**config.mk**
```make
export PLATFORM = sky130hd
export DESIGN_NAME = mmc1_sync_mapper_flat
export DESIGN_NICKNAME = d
export VERILOG_FILES = /design/src/rtl/mmc1_sync_mapper_if.sv /design/src/rtl/mmc1_sync_mapper.sv /design/src/flat_wrapper.sv
export SDC_FILE = /design/constraint.sdc
export NUM_CORES = 1
export LEC_CHECK = 0
export BUFFER_PORTS_ARGS = -buffer_cell sky130_fd_sc_hd__buf_2
export CAP_MARGIN = 10
export CORE_MARGIN = 3
export CORE_UTILIZATION = 45
export CTS_BUF_LIST = sky130_fd_sc_hd__clkbuf_8
export CTS_CLUSTER_SIZE = 12
export DETAILED_ROUTE_END_ITERATION = 6
export SKIP_LAST_GASP = 1
export SLEW_MARGIN = 30
export SYNTH_ARGS = -nofsm -noshare
export SYNTH_HDL_FRONTEND = slang
export SYNTH_SLANG_ARGS = --single-unit
```
**constraint.sdc**
```tcl
create_clock -name i_clk -period 2.5 [get_ports i_clk]
set_input_delay 0.125 -clock i_clk [delete_from_list [all_inputs] [get_ports i_clk]]
set_output_delay 0.125 -clock i_clk [all_outputs]
set_load 0.02 [all_outputs]
```
**src/rtl/mmc1_sync_mapper_if.sv**
```systemverilog
// Cartridge-edge bus bundle for the MMC1 sync mapper: CPU/PPU inputs and ROM/RAM selects.
// master = console/edge side driving the bus, slave = mapper core.
interface mmc1_sync_mapper_if;
    logic       cpu_m2;
    logic       cpu_a13;
    logic       cpu_a14;
    logic       n_cpu_romsel;
    logic       n_cpu_rw;
    logic       cpu_d0;
    logic       cpu_d7;
    logic       ppu_a12;
    logic       ppu_a11;
    logic       ppu_a10;
    logic [4:0] prg_a;
    logic [4:0] chr_a;
    logic       ciram_a10;
    logic       n_prg_ce;
    logic       n_wram_ce;

    modport master (
        output cpu_m2, cpu_a13, cpu_a14, n_cpu_romsel, n_cpu_rw, cpu_d0, cpu_d7,
        output ppu_a12, ppu_a11, ppu_a10,
        input  prg_a, chr_a, ciram_a10, n_prg_ce, n_wram_ce
    );

    modport slave (
        input  cpu_m2, cpu_a13, cpu_a14, n_cpu_romsel, n_cpu_rw, cpu_d0, cpu_d7,
        input  ppu_a12, ppu_a11, ppu_a10,
        output prg_a, chr_a, ciram_a10, n_prg_ce, n_wram_ce
    );
endinterface

```
**src/rtl/mmc1_sync_mapper.sv**
```systemverilog
// MMC1-class mapper clocked by a fast system clock: synchronises the CPU bus, commits serial
// writes on the M2 falling edge, filters back-to-back (RMW) writes and supports SUROM paging.
module mmc1_sync_mapper #(
    parameter int unsigned SYNC_STAGES  = 2,
    parameter bit          WRITE_FILTER = 1'b1,
    parameter bit          SUROM_EN     = 1'b1
) (
    input  logic             i_clk,
    input  logic             i_rst,
    mmc1_sync_mapper_if.slave io_bus
);

    // Captured bus fields: {nROMSEL, nRW, A13, A14, D0, D7}
    localparam int unsigned BitRomselN = 5;
    localparam int unsigned BitRwN     = 4;
    localparam int unsigned BitA13     = 3;
    localparam int unsigned BitA14     = 2;
    localparam int unsigned BitD0      = 1;
    localparam int unsigned BitD7      = 0;

    logic [SYNC_STAGES-1:0] r_m2_sync;
    logic [5:0]             r_bus_sync [SYNC_STAGES];
    logic                   r_m2_prev;
    logic [5:0]             r_cap;
    logic                   r_prev_wr;
    logic [4:0]             r_load;
    logic [4:0]             r_control;
    logic [4:0]             r_chr_b0;
    logic [4:0]             r_chr_b1;
    logic [4:0]             r_prg_b;

    logic       w_m2_s;
    logic [5:0] w_bus_raw;
    logic [5:0] w_bus_s;
    logic       w_end;
    logic       w_wr;
    logic       w_filtered;
    logic [4:0] w_shift;
    logic [3:0] w_prg_lo;
    logic       w_prg_hi;

    assign w_bus_raw = {io_bus.n_cpu_romsel, io_bus.n_cpu_rw, io_bus.cpu_a13,
                        io_bus.cpu_a14, io_bus.cpu_d0, io_bus.cpu_d7};

    assign w_m2_s     = r_m2_sync[SYNC_STAGES-1];
    assign w_bus_s    = r_bus_sync[SYNC_STAGES-1];
    assign w_end      = r_m2_prev & ~w_m2_s;
    assign w_wr       = w_end & ~r_cap[BitRomselN] & ~r_cap[BitRwN];
    assign w_filtered = WRITE_FILTER & r_prev_wr;
    assign w_shift    = {r_cap[BitD0], r_load[4:1]};

    always_ff @(posedge i_clk or posedge i_rst) begin
        if (i_rst) begin
            r_m2_sync <= '0;
            for (int i = 0; i < int'(SYNC_STAGES); i++) begin
                r_bus_sync[i] <= '0;
            end
            r_m2_prev <= 1'b0;
            r_cap     <= '0;
            r_prev_wr <= 1'b0;
            r_load    <= 5'b10000;
            r_control <= 5'b01100;
            r_chr_b0  <= '0;
            r_chr_b1  <= '0;
            r_prg_b   <= '0;
        end else begin
            // M2 and the bus fields share one chain depth so they stay cycle-aligned
            r_m2_sync[0]  <= io_bus.cpu_m2;
            r_bus_sync[0] <= w_bus_raw;
            for (int i = 1; i < int'(SYNC_STAGES); i++) begin
                r_m2_sync[i]  <= r_m2_sync[i-1];
                r_bus_sync[i] <= r_bus_sync[i-1];
            end
            r_m2_prev <= w_m2_s;
            if (w_m2_s) begin
                r_cap <= w_bus_s;
            end
            if (w_end) begin
                r_prev_wr <= w_wr;
            end
            if (w_wr) begin
                if (r_cap[BitD7]) begin
                    r_load    <= 5'b10000;
                    r_control <= r_control | 5'b01100;
                end else if (!w_filtered) begin
                    if (!r_load[0]) begin
                        r_load <= w_shift;
                    end else begin
                        unique case ({r_cap[BitA14], r_cap[BitA13]})
                            2'b00:   r_control <= w_shift;
                            2'b01:   r_chr_b0  <= w_shift;
                            2'b10:   r_chr_b1  <= w_shift;
                            default: r_prg_b   <= w_shift;
                        endcase
                        r_load <= 5'b10000;
                    end
                end
            end
        end
    end

    always_comb begin
        w_prg_lo = '0;
        unique case (r_control[3:2])
            2'b00, 2'b01: w_prg_lo = {r_prg_b[3:1], io_bus.cpu_a14};
            2'b10:        w_prg_lo = io_bus.cpu_a14 ? r_prg_b[3:0] : 4'b0000;
            default:      w_prg_lo = io_bus.cpu_a14 ? 4'b1111 : r_prg_b[3:0];
        endcase
    end

    assign w_prg_hi     = SUROM_EN ? r_chr_b0[4] : 1'b0;
    assign io_bus.prg_a = {w_prg_hi, w_prg_lo};

    assign io_bus.chr_a = r_control[4] ? (io_bus.ppu_a12 ? r_chr_b1 : r_chr_b0)
                                       : {r_chr_b0[4:1], io_bus.ppu_a12};

    always_comb begin
        io_bus.ciram_a10 = 1'b0;
        unique case (r_control[1:0])
            2'b00:   io_bus.ciram_a10 = 1'b0;
            2'b01:   io_bus.ciram_a10 = 1'b1;
            2'b10:   io_bus.ciram_a10 = io_bus.ppu_a10;
            default: io_bus.ciram_a10 = io_bus.ppu_a11;
        endcase
    end

    // Chip enables come straight from the raw bus so ROM/RAM timing is not delayed
    assign io_bus.n_prg_ce  = io_bus.n_cpu_romsel | ~io_bus.n_cpu_rw;
    assign io_bus.n_wram_ce = ~(io_bus.cpu_m2 & io_bus.n_cpu_romsel & io_bus.cpu_a14 &
                                io_bus.cpu_a13 & ~r_prg_b[4]);

endmodule
```
**src/flat_wrapper.sv**
```systemverilog
// flat-port wrapper written by rule: the top's interface ports become plain ports
module mmc1_sync_mapper_flat 
#(
    parameter int unsigned SYNC_STAGES  = 2,
    parameter bit          WRITE_FILTER = 1'b1,
    parameter bit          SUROM_EN     = 1'b1
)
  (i_clk, i_rst, io_bus_cpu_m2, io_bus_cpu_a13, io_bus_cpu_a14, io_bus_n_cpu_romsel, io_bus_n_cpu_rw, io_bus_cpu_d0, io_bus_cpu_d7, io_bus_ppu_a12, io_bus_ppu_a11, io_bus_ppu_a10, io_bus_prg_a, io_bus_chr_a, io_bus_ciram_a10, io_bus_n_prg_ce, io_bus_n_wram_ce);
  mmc1_sync_mapper_if io_bus_i ();
  input  logic i_clk;
  input  logic i_rst;
  input wire logic [$bits(io_bus_i.cpu_m2)-1:0] io_bus_cpu_m2;
  input wire logic [$bits(io_bus_i.cpu_a13)-1:0] io_bus_cpu_a13;
  input wire logic [$bits(io_bus_i.cpu_a14)-1:0] io_bus_cpu_a14;
  input wire logic [$bits(io_bus_i.n_cpu_romsel)-1:0] io_bus_n_cpu_romsel;
  input wire logic [$bits(io_bus_i.n_cpu_rw)-1:0] io_bus_n_cpu_rw;
  input wire logic [$bits(io_bus_i.cpu_d0)-1:0] io_bus_cpu_d0;
  input wire logic [$bits(io_bus_i.cpu_d7)-1:0] io_bus_cpu_d7;
  input wire logic [$bits(io_bus_i.ppu_a12)-1:0] io_bus_ppu_a12;
  input wire logic [$bits(io_bus_i.ppu_a11)-1:0] io_bus_ppu_a11;
  input wire logic [$bits(io_bus_i.ppu_a10)-1:0] io_bus_ppu_a10;
  output wire logic [$bits(io_bus_i.prg_a)-1:0] io_bus_prg_a;
  output wire logic [$bits(io_bus_i.chr_a)-1:0] io_bus_chr_a;
  output wire logic [$bits(io_bus_i.ciram_a10)-1:0] io_bus_ciram_a10;
  output wire logic [$bits(io_bus_i.n_prg_ce)-1:0] io_bus_n_prg_ce;
  output wire logic [$bits(io_bus_i.n_wram_ce)-1:0] io_bus_n_wram_ce;
  assign io_bus_i.cpu_m2 = io_bus_cpu_m2;
  assign io_bus_i.cpu_a13 = io_bus_cpu_a13;
  assign io_bus_i.cpu_a14 = io_bus_cpu_a14;
  assign io_bus_i.n_cpu_romsel = io_bus_n_cpu_romsel;
  assign io_bus_i.n_cpu_rw = io_bus_n_cpu_rw;
  assign io_bus_i.cpu_d0 = io_bus_cpu_d0;
  assign io_bus_i.cpu_d7 = io_bus_cpu_d7;
  assign io_bus_i.ppu_a12 = io_bus_ppu_a12;
  assign io_bus_i.ppu_a11 = io_bus_ppu_a11;
  assign io_bus_i.ppu_a10 = io_bus_ppu_a10;
  assign io_bus_prg_a = io_bus_i.prg_a;
  assign io_bus_chr_a = io_bus_i.chr_a;
  assign io_bus_ciram_a10 = io_bus_i.ciram_a10;
  assign io_bus_n_prg_ce = io_bus_i.n_prg_ce;
  assign io_bus_n_wram_ce = io_bus_i.n_wram_ce;
  mmc1_sync_mapper #(.SYNC_STAGES(SYNC_STAGES), .WRITE_FILTER(WRITE_FILTER), .SUROM_EN(SUROM_EN)) u_core (.i_clk(i_clk), .i_rst(i_rst), .io_bus(io_bus_i));
endmodule
```
After elaboration in Yosys (flattened, before gate mapping)
Cells that the tools add are included.
{"block": "word_totals", "in_bits": 12, "register_bits": 47, "out_inout_bits": 13}
{"block": "classes", "muxes": 13, "eq_ne": 7, "bitwise": 17, "reduce_logical": 13}
{"op": "$mux 5", "n": 5}
{"op": "$mux 4", "n": 6}
{"op": "$reduce_and 5->1", "n": 4}
{"op": "$not 1->1", "n": 9}
{"op": "$pmux 4 s2", "n": 1}
{"op": "$and 1x1->1", "n": 7}
{"op": "$eq 2x1->1 const B", "n": 3}
{"op": "$eq 2x2->1 const B", "n": 3}
{"op": "$logic_not 2->1", "n": 3}
{"op": "$reduce_and 4->1", "n": 1}
{"op": "$reduce_bool 2->1", "n": 2}
{"op": "$pmux 1 s3", "n": 1}
{"op": "$reduce_or 3->1", "n": 1}
{"op": "$ne 2x1->1 const B", "n": 1}
{"op": "$reduce_and 2->1", "n": 1}
{"op": "$reduce_or 2->1", "n": 1}
{"op": "$or 1x1->1", "n": 1}

Logic depth before layout (Yosys ltp)
Gate-level depths: netlist of the first run.
{"block": "depth", "depth_word": 5, "ltp_mapped": 5, "mapped_depth_nobuf": 3}

Worst setup path after synthesis of the first run
No wires, ideal clock.
{"block": "synth_timing", "path_type": "register to register", "start": "register u_core.r_m2_sync[1]", "end": "register u_core.r_chr_b0[0]", "stages_incl_launch_ff": 6, "setup_ps": 125, "slack_ps": 532, "arrival_ps": 1843, "period_less_slack_ps": 1968, "cell_sequence": "dfrtp_1 > buf_6 > or4b_4 > buf_2 > nor3_4 > mux2_2"}
{"block": "synth_via", "elab_chain_cells": 5}
{"element": "start: declaration", "line": "mmc1_sync_mapper.sv:21", "text": "logic [SYNC_STAGES-1:0] r_m2_sync;"}
{"element": "start signal: indexed assignment", "line": "mmc1_sync_mapper.sv:71", "text": "r_m2_sync[i] <= r_m2_sync[i-1];"}
{"element": "$not 1->1", "line": "mmc1_sync_mapper.sv:47", "text": "assign w_end = r_m2_prev & ~w_m2_s;"}
{"element": "$and 1x1->1", "line": "mmc1_sync_mapper.sv:47"}
{"element": "$and 1x1->1 (2 in a row)", "line": "mmc1_sync_mapper.sv:48", "text": "assign w_wr = w_end & ~r_cap[BitRomselN] & ~r_cap[BitRwN];"}
{"element": "$reduce_and 5->1 (no line)"}
{"element": "end signal: assignment", "line": "mmc1_sync_mapper.sv:91", "text": "2'b01: r_chr_b0 <= w_shift;"}
{"element": "end: declaration", "line": "mmc1_sync_mapper.sv:28", "text": "logic [4:0] r_chr_b0;"}
No other way between the ends.
A chain may end at the register's enable or synchronous reset.

Worst setup path in the final report of the first run
{"block": "layout_timing", "start": "register u_core.r_m2_sync[1]", "end": "register u_core.r_prg_b[3]"}
{"block": "layout_via", "elab_chain_cells": 5}
{"element": "$not 1->1", "line": "mmc1_sync_mapper.sv:47"}
{"element": "$and 1x1->1", "line": "mmc1_sync_mapper.sv:47"}
{"element": "$and 1x1->1 (2 in a row)", "line": "mmc1_sync_mapper.sv:48"}
{"element": "$reduce_and 5->1 (no line)"}
{"element": "end signal: assignment", "line": "mmc1_sync_mapper.sv:93", "text": "default: r_prg_b <= w_shift;"}
{"element": "end: declaration", "line": "mmc1_sync_mapper.sv:30", "text": "logic [4:0] r_prg_b;"}
No other way between the ends.

==> flow_summary.yaml, run 1 <==
sta:
  whs_ps: 32.2
  max_freq_ghz: 0.462
  final_worst_path_period_share: 0.865
  final_setup_skew_ps: 10.5
  grt_setup_unrepaired: "no"
  finalMaxSlewViolations: 0
  final-setup-viol-count: 0
  worst_case_headroom_to_the_max_slew_limit: 0.604
  postLayoutSetupSlackWorst_ps: 337
  final.setup.tns_ps: 0
  least_margin_pin_slew_ps: 590
  min_period_ps: 2160
  finalHoldViolCount: 0
die:
  coreArea_sq_um: 4060
  die_area_sq_um: 5070
  die_width_um: 71.2
  die-height_um: 71.2
  rows: 23
  ios: 25
  initial_utilization: 0.471
finish:
  final_common_cell: "sky130_fd_sc_hd__dfrtp_1"
  drive_gt1_frac: 0.388
  antenna-diode-count: 0
  layout.cells.most_common_list: "sky130_fd_sc_hd__dfrtp_1, sky130_fd_sc_hd__buf_2, sky130_fd_sc_hd__mux2_2"
  num-nets-final: 189
  area.growth.synth_to_final_pct: 18.9
  final_instance_count_excl_fillers: 228
cts:
  cts_buffers: 5
  cts_h_tree_depth: 2
  max-clock-path-buffers: 2
  clkTransAtPathRegs_ps: 90
  clock_latency_ps: 300
  clock_sink_count: 47
  cts_resized: 0
  clock_tree.root_cell: "sky130_fd_sc_hd__clkbuf_8"
  cts_tree: "built"
power:
  totalPowerFinal_mw: 1.72
  max-vdd-ir-drop_mv: 0.435
  power_density_nw_per_um2: 756
  power.static_leakage_nw: 1.09
critical_path:
  cp_data_arrival_time_ps: 2340
  timing.setup.critical_path_class: "register to register"
  critPathMaxFanout: 12
  type_of_element_launching_the_critical_path: "register"
  timing.critical_path.required_ps: 2680
  worst_r2r_path_depth: 3
  worst_setup_path_end_kind: "register"
logic_synthesis:
  post_synth_instance_area_sq_um: 1910
  synth_unique_cells: 27
  asyncSetResetFlopFracSynth: 1.00
  number_of_synthesized_flops_with_an_enable_pin: 0
  postSynthCellCount: 142
  yosysWarnings: 0
  syn-mean-instance-area_sq_um: 13.5
  postSynth.topFlopCell: "sky130_fd_sc_hd__dfrtp_1"
  synthesis.nets: 154
  ffs_latches_synth: 47
  synth_sequential_area_ratio: 0.617
route:
  drcViolationCount: 0
  initialDrtViolationCount: 72
  wl_per_cell_um: 15.0
  vias_per_inst: 5.24
  detail-route-antenna-nets: 0
  detail_route.wirelength_mm: 3.42
  num_vias: 1194
  dr.pass1.iters: 4
placed_design:
  dp.cells: 213
  hpwl_after_detailed_placement_mm: 2.40
  dp_slack_ps: 345
  place.port_buffers: 24
  gpl.final_weighted_congestion: 0.767
min_path:
  hold_class: "input pin to register"
  timing.hold.worst_path_depth: 1
flow_run:
  max_cap_viol_count: 0
global_routing:
  grt_first_pass_wirelength_mm: 5.82
  antenna_violations_before_repair: 0
  grt_pass1_vias: 1252
  grt.total_usage: 0.151
  grt_overflow_total: 0
  maximum_number_of_pins_on_one_net_before_global_route_repair: 31
outcome:
  status: "finished, final reports clean"
synth_stat cells (2+ instances only):
| master | instances | area share |
|---|---|---|
| sky130_fd_sc_hd__nand2b_1 | 3 | 0.0098 |
| sky130_fd_sc_hd__nor3_4 | 2 | 0.017 |
| sky130_fd_sc_hd__dfstp_2 | 3 | 0.041 |
| sky130_fd_sc_hd__mux2_4 | 5 | 0.039 |
| sky130_fd_sc_hd__a2bb2oi_1 | 2 | 0.0092 |
| sky130_fd_sc_hd__inv_1 | 6 | 0.012 |
| sky130_fd_sc_hd__nor2_1 | 7 | 0.014 |
| sky130_fd_sc_hd__buf_6 | 2 | 0.012 |
| sky130_fd_sc_hd__a21oi_1 | 10 | 0.026 |
| sky130_fd_sc_hd__o21ai_0 | 13 | 0.034 |
| sky130_fd_sc_hd__nor2b_1 | 2 | 0.0065 |
| sky130_fd_sc_hd__or2_2 | 2 | 0.0065 |
| sky130_fd_sc_hd__dfrtp_1 | 44 | 0.58 |
| sky130_fd_sc_hd__mux2_2 | 21 | 0.12 |
| sky130_fd_sc_hd__nand2_1 | 8 | 0.016 |
critical path, cell delays in order, from the launching register on:
cell,delay (ps)
sky130_fd_sc_hd__dfrtp_1,500
sky130_fd_sc_hd__or4b_4,680
sky130_fd_sc_hd__or3_1,520
sky130_fd_sc_hd__mux2_4,340
power by group:
group | internal, mW | switching, mW | total [mW]
combinational | 0.0762 | 0.0952 | 0.171
sequential | 0.825 | 0.0736 | 0.899
clock | 0.398 | 0.250 | 0.649
total | 1.30 | 0.419 | 1.72
sequential cells by signal, indices dropped and copies added, names as in the netlist:
name / flops
u_core.r_control: 5
u_core.r_m2_sync: 2
u_core.r_load: 5
u_core.r_m2_prev: 1
u_core.r_prg_b: 5
u_core.w_bus_s: 6
u_core.r_cap: 6
u_core.r_bus_sync: 6
u_core.r_prev_wr: 1
u_core.r_chr_b0: 5
u_core.r_chr_b1: 5
cells by family after synthesis:
family	Yosys count	share of synthesized area
compound gates	27	0.0766
buf+inv	10	0.0301
mux	26	0.163
simple gates	32	0.113
flops	47	0.617
routing by layer:
layer	vias up	part of all wire	GRT usage
met5	-	0	0
met4	0	0.015	0.0585
met3	5	0.051	0.0483
met2	32	0.48	0.239
met1	591	0.46	0.194
li1	566	-	-
layout make-up:
| type | instances | area (sq um) |
|---|---|---|
| clock inverters | 3 | 67.6 |
| flip-flops and latches | 47 | 1180 |
| clock buffers | 5 | 68.8 |
| repair buffers | 32 | 198 |
| well taps | 50 | 62.6 |
| inverters | 6 | 22.5 |
| fillers | 355 | 1780 |
| multi-input cells | 85 | 674 |
metrics by stage:
stage / util / instance area, sq um
floorplan: - / 1910
global placement: 0.509 / 2070
detailed placement: 0.509 / 2070
CTS: 0.560 / 2270
global route: 0.560 / 2270
finish: 0.560 / 2270
worst paths after layout:
path,startpoint,endpoint,slack [ps]
max in group asynchronous,i_rst,u_core.r_control[2],1360
setup reg to reg,u_core.r_m2_sync[1],u_core.r_prg_b[3],340
min in group asynchronous,i_rst,u_core.w_bus_s[0],360
hold reg to reg,u_core.r_bus_sync[6],u_core.w_bus_s[0],350
setup / recovery,u_core.r_m2_sync[1],u_core.r_prg_b[3],340
hold / removal,io_bus_cpu_a14,u_core.r_bus_sync[8],30
timing repair:
action | 4_1_cts | 5_1_grt
hold buffers | 7 | 0
buffers inserted | 0 | 0
endpoints found under the setup margin | 0 | 0
hold endpoints to repair | 23 | 0
(Power assumes the default switching activity.)
==> inputs of run 2 (changes only) <==
MAX_ROUTING_LAYER = met4   (was unset)
==> run 2 against run 1 <==
Net effect:
- largest cell class unchanged
- routed wire length about the same
- clock power about the same
- clock skew is essentially flat
- largest power group unchanged
- total power barely moved
- sequential cell count did not move
- die area stayed put
- first-iteration DRC count is 4.2% lower
- non-clock buffer count unchanged
==> flow_summary.yaml, run 2 (synthesis results as in run 1) <==
outcome:
  status: "finished, final reports clean"
sta:
  finalHoldViolCount: 0
  finalMaxSlewViolations: 0
  final-setup-viol-count: 0
  final_worst_path_period_share: 0.865
  final.setup.tns_ps: 0
  final_setup_skew_ps: 10.3
  least_margin_pin_slew_ps: 590
  grt_setup_unrepaired: "no"
  postLayoutSetupSlackWorst_ps: 336
  worst_case_headroom_to_the_max_slew_limit: 0.604
  min_period_ps: 2160
  max_freq_ghz: 0.462
die:
  die_width_um: 71.2
  die_area_sq_um: 5070
  initial_utilization: 0.471
  die-height_um: 71.2
  rows: 23
  ios: 25
  coreArea_sq_um: 4060
critical_path:
  timing.critical_path.required_ps: 2680
  timing.setup.critical_path_class: "register to register"
  worst_setup_path_end_kind: "register"
  type_of_element_launching_the_critical_path: "register"
  critPathMaxFanout: 12
  r2r_end: "u_core.r_prg_b[3]"
  reg2reg_setup_slack_ps: 340
  worst_r2r_path_depth: 3
  worst_reg2reg_startpoint: "u_core.r_m2_sync[1]"
  cp_data_arrival_time_ps: 2340
finish:
  layout.cells.most_common_list: "sky130_fd_sc_hd__dfrtp_1, sky130_fd_sc_hd__buf_2, sky130_fd_sc_hd__mux2_2"
  antenna-diode-count: 0
  area.growth.synth_to_final_pct: 18.9
  num-nets-final: 189
  final_common_cell: "sky130_fd_sc_hd__dfrtp_1"
  drive_gt1_frac: 0.388
  n_fill_cell: 355
global_routing:
  maximum_number_of_pins_on_one_net_before_global_route_repair: 31
  grt_first_pass_wirelength_mm: 5.82
  grt_pass1_vias: 1252
  grt_overflow_total: 0
  antenna_violations_before_repair: 0
  grt.total_usage: 0.156
power:
  power_density_nw_per_um2: 756
  power.static_leakage_nw: 1.09
  max-vdd-ir-drop_mv: 0.435
placed_design:
  dp_slack_ps: 345
  place.port_buffers: 24
  gpl.final_weighted_congestion: 0.778
  hpwl_after_detailed_placement_mm: 2.40
cts:
  clock_sink_count: 47
  clock_tree.root_cell: "sky130_fd_sc_hd__clkbuf_8"
  cts_h_tree_depth: 2
  clkTransAtPathRegs_ps: 90
  max-clock-path-buffers: 2
  cts_buffers: 5
  clock_latency_ps: 300
  cts_tree: "built"
flow_run:
  max_cap_viol_count: 0
route:
  dr.pass1.iters: 4
  detail_route.wirelength_mm: 3.42
  wl_per_cell_um: 15.0
  detail-route-antenna-nets: 0
  num_vias: 1199
  initialDrtViolationCount: 69
  drcViolationCount: 0
  vias_per_inst: 5.26
min_path:
  hold_class: "input pin to register"
  worst_hold_startpoint: "io_bus_cpu_a14"
  worstHoldEndpoint: "u_core.r_bus_sync[8]"
  timing.hold.worst_path_depth: 1
==> run 2: per-stage QoR <==
stage / hold WS [ps] / area [sq um] / power [mW] / instances / utilization
after floorplan: 156 / 1910 / 1.01 / 142 / -
after global placement: 134 / 2070 / 1.07 / 213 / 0.509
after detailed placement: 151 / 2070 / 1.08 / 213 / 0.509
after CTS: 27.8 / 2270 / 1.74 / 228 / 0.560
after global routing: 29.1 / 2270 / 1.81 / 228 / 0.560
final: 32.2 / 2270 / 1.72 / 228 / 0.560
==> run 2: critical path, cell delays in order, from the launching register on <==
cell and delay (ps):
sky130_fd_sc_hd__dfrtp_1 500, sky130_fd_sc_hd__or4b_4 680, sky130_fd_sc_hd__or3_1 520, sky130_fd_sc_hd__mux2_4 340
==> run 2: how the worst max path moves through the flow <==
stage	end	startpoint	slack [ps]	depth (start not counted)
after floorplan	u_core.r_chr_b0[0]	u_core.r_m2_sync[1]	530	5
after global placement	u_core.r_prg_b[4]	u_core.r_m2_sync[1]	370	3
after detailed placement	u_core.r_prg_b[4]	u_core.r_m2_sync[1]	350	3
after CTS	u_core.r_prg_b[3]	u_core.r_m2_sync[1]	330	3
after global routing	u_core.r_prg_b[2]	u_core.r_m2_sync[1]	270	3
final	u_core.r_prg_b[3]	u_core.r_m2_sync[1]	340	3
==> run 2: routing by layer <==
layer / global-route usage / routed length (um) / vias to the layer above
met2: 0.239 / 1630 / 34
met3: 0.0440 / 159 / 5
met1: 0.197 / 1570 / 594
met4: 0.0585 / 50 / 0
li1: - / - / 566
met5: - / 0 / -
==> run 2: timing repair <==
item                                   4_1_cts  5_1_grt
endpoints found under the hold margin       23        0
hold buffers                                 7        0
resized for setup                            0        0
buffers inserted                             0        0
==> run 2: where the power goes <==
part	internal, mW	leakage (nW)	switching, mW
logic	0.0762	0.427	0.0952
clock network	0.398	0.0644	0.250
registers	0.825	0.597	0.0737
==> run 2: layout make-up <==
class / instances / area (sq um) / share of cell area
Tap cell: 50 / 62.6 / 0.0275
Sequential cell: 47 / 1180 / 0.519
Multi-Input combinational cell: 85 / 674 / 0.297
Clock inverter: 3 / 67.6 / 0.0297
Inverter: 6 / 22.5 / 0.00991
Clock buffer: 5 / 68.8 / 0.0303
Timing Repair Buffer: 32 / 198 / 0.0870
